File: config.mk
export PLATFORM = sky130hd
export DESIGN_NAME = matrix_mul_2x2_driver
export DESIGN_NICKNAME = d
export VERILOG_FILES = /design/src/rtl/matrix_pkg.sv /design/src/rtl/matrix_mul_2x2_driver.sv
export SDC_FILE = /design/constraint.sdc
export NUM_CORES = 1
export LEC_CHECK = 0
export CORE_MARGIN = 5
export CORE_UTILIZATION = 41
export DETAILED_ROUTE_END_ITERATION = 8
export GPL_ROUTABILITY_DRIVEN = 0
export HOLD_SLACK_MARGIN = 0.05
export PLACE_DENSITY = 0.8
export SETUP_SLACK_MARGIN = 0.2
export SLEW_MARGIN = 40
export SYNTH_ARGS = -nofsm -noshare
export SYNTH_HDL_FRONTEND = slang
export SYNTH_SLANG_ARGS = --single-unit
File: constraint.sdc
create_clock -name clk -period 2 [get_ports clk]
set_clock_uncertainty 0.2 [all_clocks]
set_input_delay 0.4 -clock clk [delete_from_list [all_inputs] [get_ports clk]]
set_output_delay 0.4 -clock clk [all_outputs]
set_load 0.02 [all_outputs]
File: src/rtl/matrix_pkg.sv
// Shared definitions for the 2x2 matrix multiplier driver, its responder and the bench.
package matrix_pkg;

  localparam int unsigned DW_DEF = 8;
  localparam int unsigned RW_DEF = 16;
  localparam int unsigned N_ELEM = 4;

  // Element slot within a packed {x11,x12,x21,x22} word; slot s occupies [s*W +: W].
  localparam int unsigned IDX_11 = 3;
  localparam int unsigned IDX_12 = 2;
  localparam int unsigned IDX_21 = 1;
  localparam int unsigned IDX_22 = 0;

  typedef enum logic [1:0] {
    IDLE  = 2'd0,
    ISSUE = 2'd1,
    WAIT  = 2'd2,
    HOLD  = 2'd3
  } drv_state_e;

endpackage

File: src/rtl/matrix_mul_2x2_driver.sv
// Initiator for matrix_mul_2x2_seq: accepts a job, pulses start, waits for done or timeout,
// and presents the captured result on a valid/ready stream.
module matrix_mul_2x2_driver
  import matrix_pkg::*;
#(
  parameter int unsigned DW      = DW_DEF,
  parameter int unsigned RW      = RW_DEF,
  parameter int unsigned TIMEOUT = 64
) (
  input  logic                 clk,
  input  logic                 rst_n,
  input  logic                 in_valid,
  output logic                 in_ready,
  input  logic [N_ELEM*DW-1:0] in_a,
  input  logic [N_ELEM*DW-1:0] in_b,
  output logic                 mul_start,
  output logic [N_ELEM*DW-1:0] mul_a,
  output logic [N_ELEM*DW-1:0] mul_b,
  input  logic [N_ELEM*RW-1:0] mul_c,
  input  logic                 mul_done,
  output logic                 out_valid,
  input  logic                 out_ready,
  output logic [N_ELEM*RW-1:0] out_c,
  output logic                 out_err,
  output logic [15:0]          job_cnt
);

  localparam int unsigned CW   = 16;
  localparam int unsigned TMAX = (TIMEOUT == 0) ? 0 : TIMEOUT - 1;
  localparam int unsigned TW   = (TMAX < 2) ? 1 : $clog2(TMAX + 1);

  drv_state_e           state_q, state_d;
  logic [N_ELEM*DW-1:0] mul_a_q, mul_a_d;
  logic [N_ELEM*DW-1:0] mul_b_q, mul_b_d;
  logic [N_ELEM*RW-1:0] out_c_q, out_c_d;
  logic                 out_err_q, out_err_d;
  logic [CW-1:0]        job_cnt_q, job_cnt_d;
  logic [TW-1:0]        timer_q, timer_d;
  logic                 in_ready_q, mul_start_q, out_valid_q;
  logic                 timeout_hit;

  assign timeout_hit = (TIMEOUT != 0) && (timer_q == TW'(TMAX));

  // Next-state and datapath; mul_done is deliberately not looked at in ISSUE.
  always_comb begin
    state_d   = state_q;
    mul_a_d   = mul_a_q;
    mul_b_d   = mul_b_q;
    out_c_d   = out_c_q;
    out_err_d = out_err_q;
    job_cnt_d = job_cnt_q;
    timer_d   = timer_q;
    case (state_q)
      IDLE: begin
        if (in_valid) begin
          mul_a_d = in_a;
          mul_b_d = in_b;
          state_d = ISSUE;
        end
      end
      ISSUE: begin
        timer_d = '0;
        state_d = WAIT;
      end
      WAIT: begin
        if (mul_done) begin
          out_c_d   = mul_c;
          out_err_d = 1'b0;
          state_d   = HOLD;
        end else if (timeout_hit) begin
          out_c_d   = '0;
          out_err_d = 1'b1;
          state_d   = HOLD;
        end else begin
          timer_d = timer_q + TW'(1);
        end
      end
      HOLD: begin
        if (out_ready) begin
          job_cnt_d = job_cnt_q + CW'(1);
          state_d   = IDLE;
        end
      end
      default: state_d = IDLE;
    endcase
  end

  always_ff @(posedge clk or negedge rst_n) begin
    if (!rst_n) begin
      state_q     <= IDLE;
      mul_a_q     <= '0;
      mul_b_q     <= '0;
      out_c_q     <= '0;
      out_err_q   <= 1'b0;
      job_cnt_q   <= '0;
      timer_q     <= '0;
      in_ready_q  <= 1'b1;
      mul_start_q <= 1'b0;
      out_valid_q <= 1'b0;
    end else begin
      state_q     <= state_d;
      mul_a_q     <= mul_a_d;
      mul_b_q     <= mul_b_d;
      out_c_q     <= out_c_d;
      out_err_q   <= out_err_d;
      job_cnt_q   <= job_cnt_d;
      timer_q     <= timer_d;
      in_ready_q  <= (state_d == IDLE);
      mul_start_q <= (state_d == ISSUE);
      out_valid_q <= (state_d == HOLD);
    end
  end

  assign in_ready  = in_ready_q;
  assign mul_start = mul_start_q;
  assign out_valid = out_valid_q;
  assign mul_a     = mul_a_q;
  assign mul_b     = mul_b_q;
  assign out_c     = out_c_q;
  assign out_err   = out_err_q;
  assign job_cnt   = job_cnt_q;

endmodule
Word level (Yosys, flattened, before mapping)
Index checks and enable logic that the tools add are counted.
Widths: inputs -> output; s select.
{"block": "word_totals", "reg_bits": 156, "inputBits": 133}
{"block": "classes", "addsub": 2, "n_eq_ne": 8, "mux": 12, "n_reduce_logical": 8}
{"cell": "$mux 64", "count": 2}
{"cell": "$add 16x1->16 const B", "count": 1}
{"cell": "$mux 6", "count": 2}
{"cell": "$pmux 6 s2", "count": 1}
{"cell": "$mux 2", "count": 4}
{"cell": "$pmux 2 s4", "count": 1}
{"cell": "$add 6x1->6 const B", "count": 1}
{"cell": "$eq 2x2->1 const B", "count": 3}
{"cell": "$eq 6x6->1 const B", "count": 1}
{"cell": "$reduce_and 2->1", "count": 3}
{"cell": "$eq 2x1->1 const B", "count": 2}
{"cell": "$logic_not 2->1", "count": 2}
{"cell": "$ne 2x2->1 const B", "count": 2}
{"cell": "$reduce_bool 2->1", "count": 2}
{"cell": "$reduce_and 3->1", "count": 1}
{"cell": "$mux 1", "count": 2}

Longest topological paths before layout
{"block": "depth", "depth_word": 5, "ltp_mapped": 6, "depth_no_buf": 5}

Least setup slack after synthesis
No wires, ideal clock.
{"block": "synth_timing", "path_kind": "reg2reg", "startpoint": "register timer_q[0]", "endpoint": "register out_c_q[10], in the netlist out_c[10]", "setup_time_ns": 0.066, "arrival_ns": 1.496, "t_required_ns": 1.734, "setup_slack_ns": 0.238, "stages_incl_launch_ff": 7, "n_path_buf": 1, "synth_period_minus_slack_ns": 1.762, "cell_sequence": "dfrtp_1 ha_1 and4_4 and2_4 o21ai_4 buf_6 a22o_1"}
{"block": "synth_between", "elab_chain_cells": 3}
{"element": "start, declared", "line": "matrix_mul_2x2_driver.sv:38", "rtl": "logic [TW-1:0] timer_q, timer_d;"}
{"element": "start signal, assigned", "line": "matrix_mul_2x2_driver.sv:107", "rtl": "timer_q <= timer_d;"}
{"element": "$eq 6x6->1", "line": "matrix_mul_2x2_driver.sv:42", "rtl": "assign timeout_hit = (TIMEOUT != 0) && (timer_q == TW'(TMAX));"}
{"element": "$reduce_bool 2->1 (no source line)"}
{"element": "$reduce_and 2->1 (no source line)"}
{"element": "end signal, assigned", "line": "matrix_mul_2x2_driver.sv:104", "rtl": "out_c_q <= out_c_d;"}
{"element": "end, declared", "line": "matrix_mul_2x2_driver.sv:35", "rtl": "logic [N_ELEM*RW-1:0] out_c_q, out_c_d;"}
No other way between the ends.
A chain may end at the register's enable or synchronous reset.

Final worst setup path
{"block": "layout_timing", "startpoint": "register timer_q[1]", "endpoint": "register out_c_q[6], in the netlist out_c[6]"}
The elaborated chain is that of the path after synthesis.

==> impl_metrics.toml <==
[synthesis]
yosysTopAreaCell = "dfrtp_1"
synth_most_common_cell = "dfrtp_1"
syn-instance-count = 398
synthFlopType = "dfrtp_1"
yosysSeqAreaShare = 0.653
synth-edff-count = 0
synth_area_um2 = 5980
synth_area_leaders = "dfrtp_1 (65%), a22o_1 (9.5%), mux2_1 (7.5%), mux2_2 (4.5%), buf_6 (2.3%)"
ys.warnings.count = 0
avgSynthCellArea_um2 = 15.0
synth_commonest_cells = "dfrtp_1 (155), a22o_1 (65), mux2_1 (40)"
synth_seq_cells = 156
syn-num-nets = 533
synth_top_area_share = 0.648
ys_async_sr_fraction = 1.00
synth_cell_types = 46

[sta]
rsz0062_at_grt = "yes"
post-route-period-util = 0.933
slew_headroom = 0.729
min_period_ns = 1.87
finalMaxSlewViolations = 0
clock.fmax_ghz = 0.536
setup_violations = 0
worst_slew_pin_slew_ns = 0.396
fin_setup_tns_ns = 0
hold_violations = 0

[cts]
clockRootBuffer = "clkbuf_16"
cts_buffers = 17
cts_tree = "done"
cts_sinks = 156
cts_buffer_depth = 2
clock_latency_ns = 0.42
htreeDepth = 4
clkTransAtPathRegs_ns = 0.06

[layout]
area_delta_synth_final_pct = 62.5
nFillCells = 1059
final_util = 0.674
diodes = 0
final_layout_size_suffix_gt1_frac = 0.153
seq_area_um2 = 3910
nNetsFinal = 841
final_cell_area_um2 = 9720
multi_input_area_um2 = 1890

[global_route]
track_usage = 0.202
grt_max_degree = 49
grt_overflow = 0
grt_pass1_vias = 4966
grt_pass1_wl_um = 26500
antenna_found_initial = 0

[placement]
hpwlAfterDp_um = 13000
placed_cell_area_um2 = 9030
port-buffer-count = 280

[route]
wl_met3_um = 1970
routedWlPerCell_um = 20.5
drtIter0Drc = 224
routed-wl-met2_um = 9480
drt-vias-per-instance = 5.21
drtPass1Iterations = 4
routed_wirelength_um = 18500
num_vias = 4703
wl_met1_um = 6770
ant_nets = 0
top_layer_used = "met4"
route.detailed.drc = 0

[floorplan]
io_pins = 281
rows = 44
start_util = 0.415
die_y_um = 131
die-area_um2 = 17100
core_area_um2 = 14400
die_x_um = 131

[power_and_ir_drop]
power_mw = 15.3
p_per_area_nw_per_um2 = 1570
p_leak_nw = 4.60
ir_drop_v = 0.000903

[run_status]
status = "finished, final reports clean"

[critical_path]
arrival_ns = 1.97
worst_ep_required_time_ns = 2.10
r2r_setup_slack_ns = 0.13
worst-path-max-fanout = 17
cp-end-kind = "register"
path_class = "register to register"
cp-start-kind = "register"

[flow_run]
maxCapViolations = 0

[min_path]
hp-class = "primary input to asynchronous set/reset pin"
worst max-delay path, cell delays in order (launching register included):
cell and delay, ns:
dfrtp_1 0.41, ha_4 0.17, and4_4 0.23, and2_4 0.18, o21ai_4 0.07, buf_6 0.15, buf_12 0.15, a22o_1 0.19
kinds of logic after synthesis:
logic type | share of synthesized area
flip-flops | 0.653
AO/OA/AOI/OAI | 0.117
multiplexers | 0.122
AND/OR/NAND/NOR | 0.0471
buffers and inverters | 0.0351
XOR/XNOR | 0.0220
adder cells (fa/ha/maj) | 0.00418
worst paths after layout:
check | from | to | cells after the start
max | timer_q[1] | out_c[6] | 7
min | rst_n | out_c[20] | 2
max reg2reg | timer_q[1] | out_c[6] | 7
min reg2reg | mul_b[11] | mul_b[11] | 1
max in group asynchronous | rst_n | in_ready | 3
min in group clk | mul_b[11] | mul_b[11] | 1
final cells by class:
type	count	share of cell area
repair buffers	312	0.315
well taps	184	0.0237
flip-flops and latches	156	0.402
inverters	5	0.00193
multi-input cells	214	0.195
clock buffers	20	0.0480
clock inverters	12	0.0143
stage by stage:
step | hold slack [ns] | cells | worst slack (ns)
floorplan | -0.0956 | 398 | 0.238
global placement | 0.150 | 855 | -0.0384
finish | 0.268 | 903 | 0.133
CTS | 0.273 | 890 | 0.109
global route | 0.287 | 903 | 0.0827
detailed placement | 0.151 | 855 | -0.0812
layer usage:
metal  GRT usage  vias up
met5           0        -
met4      0.0611        0
met3      0.0854       22
met1       0.236     2367
met2       0.341      234
li1            -     2080
sequential cells by signal, indices dropped and copies added, names as in the netlist:
signal     count
out_c         64
mul_a         32
mul_b         32
job_cnt       16
timer_q        6
state_q        2
in_ready       1
mul_start      1
out_err        1
out_valid      1
placed cells by master, fill, tap and decap left out, drive strengths merged, types with 2 or more instances in the layout:
cell,n
and2,3
a21oi,5
a31oi,2
and4,2
mux2,64
nand2,10
and3,7
nand3,7
ha,2
xnor2,14
dlygate4sd2,124
a211oi,2
nor2,10
clkdlybuf4s15,20
a22o,65
clkdlybuf4s50,131
inv,6
nor3,2
nand4,3
buf,28
clkbuf,28
clkinv,8
dfrtp,155
bufinv,2
where the power goes:
group | total (mW) | switching (mW) | leakage (nW) | internal (mW)
Sequential | 5.34 | 0.778 | 1.93 | 4.56
Combinational | 6.70 | 3.67 | 2.38 | 3.03
Clock | 3.23 | 1.29 | 0.297 | 1.95
Total | 15.3 | 5.73 | 4.60 | 9.53
repair_timing:
item                                    4_1_cts  5_1_grt
endpoints found under the hold margin        41        0
gates resized for setup                     163       30
hold buffers                                  1        0
cloned                                        0        7
pin swaps                                     0        2
setup buffers                                 2        6
endpoints found under the setup margin      215      117
Note: power is estimated with default switching activity, not from simulation.
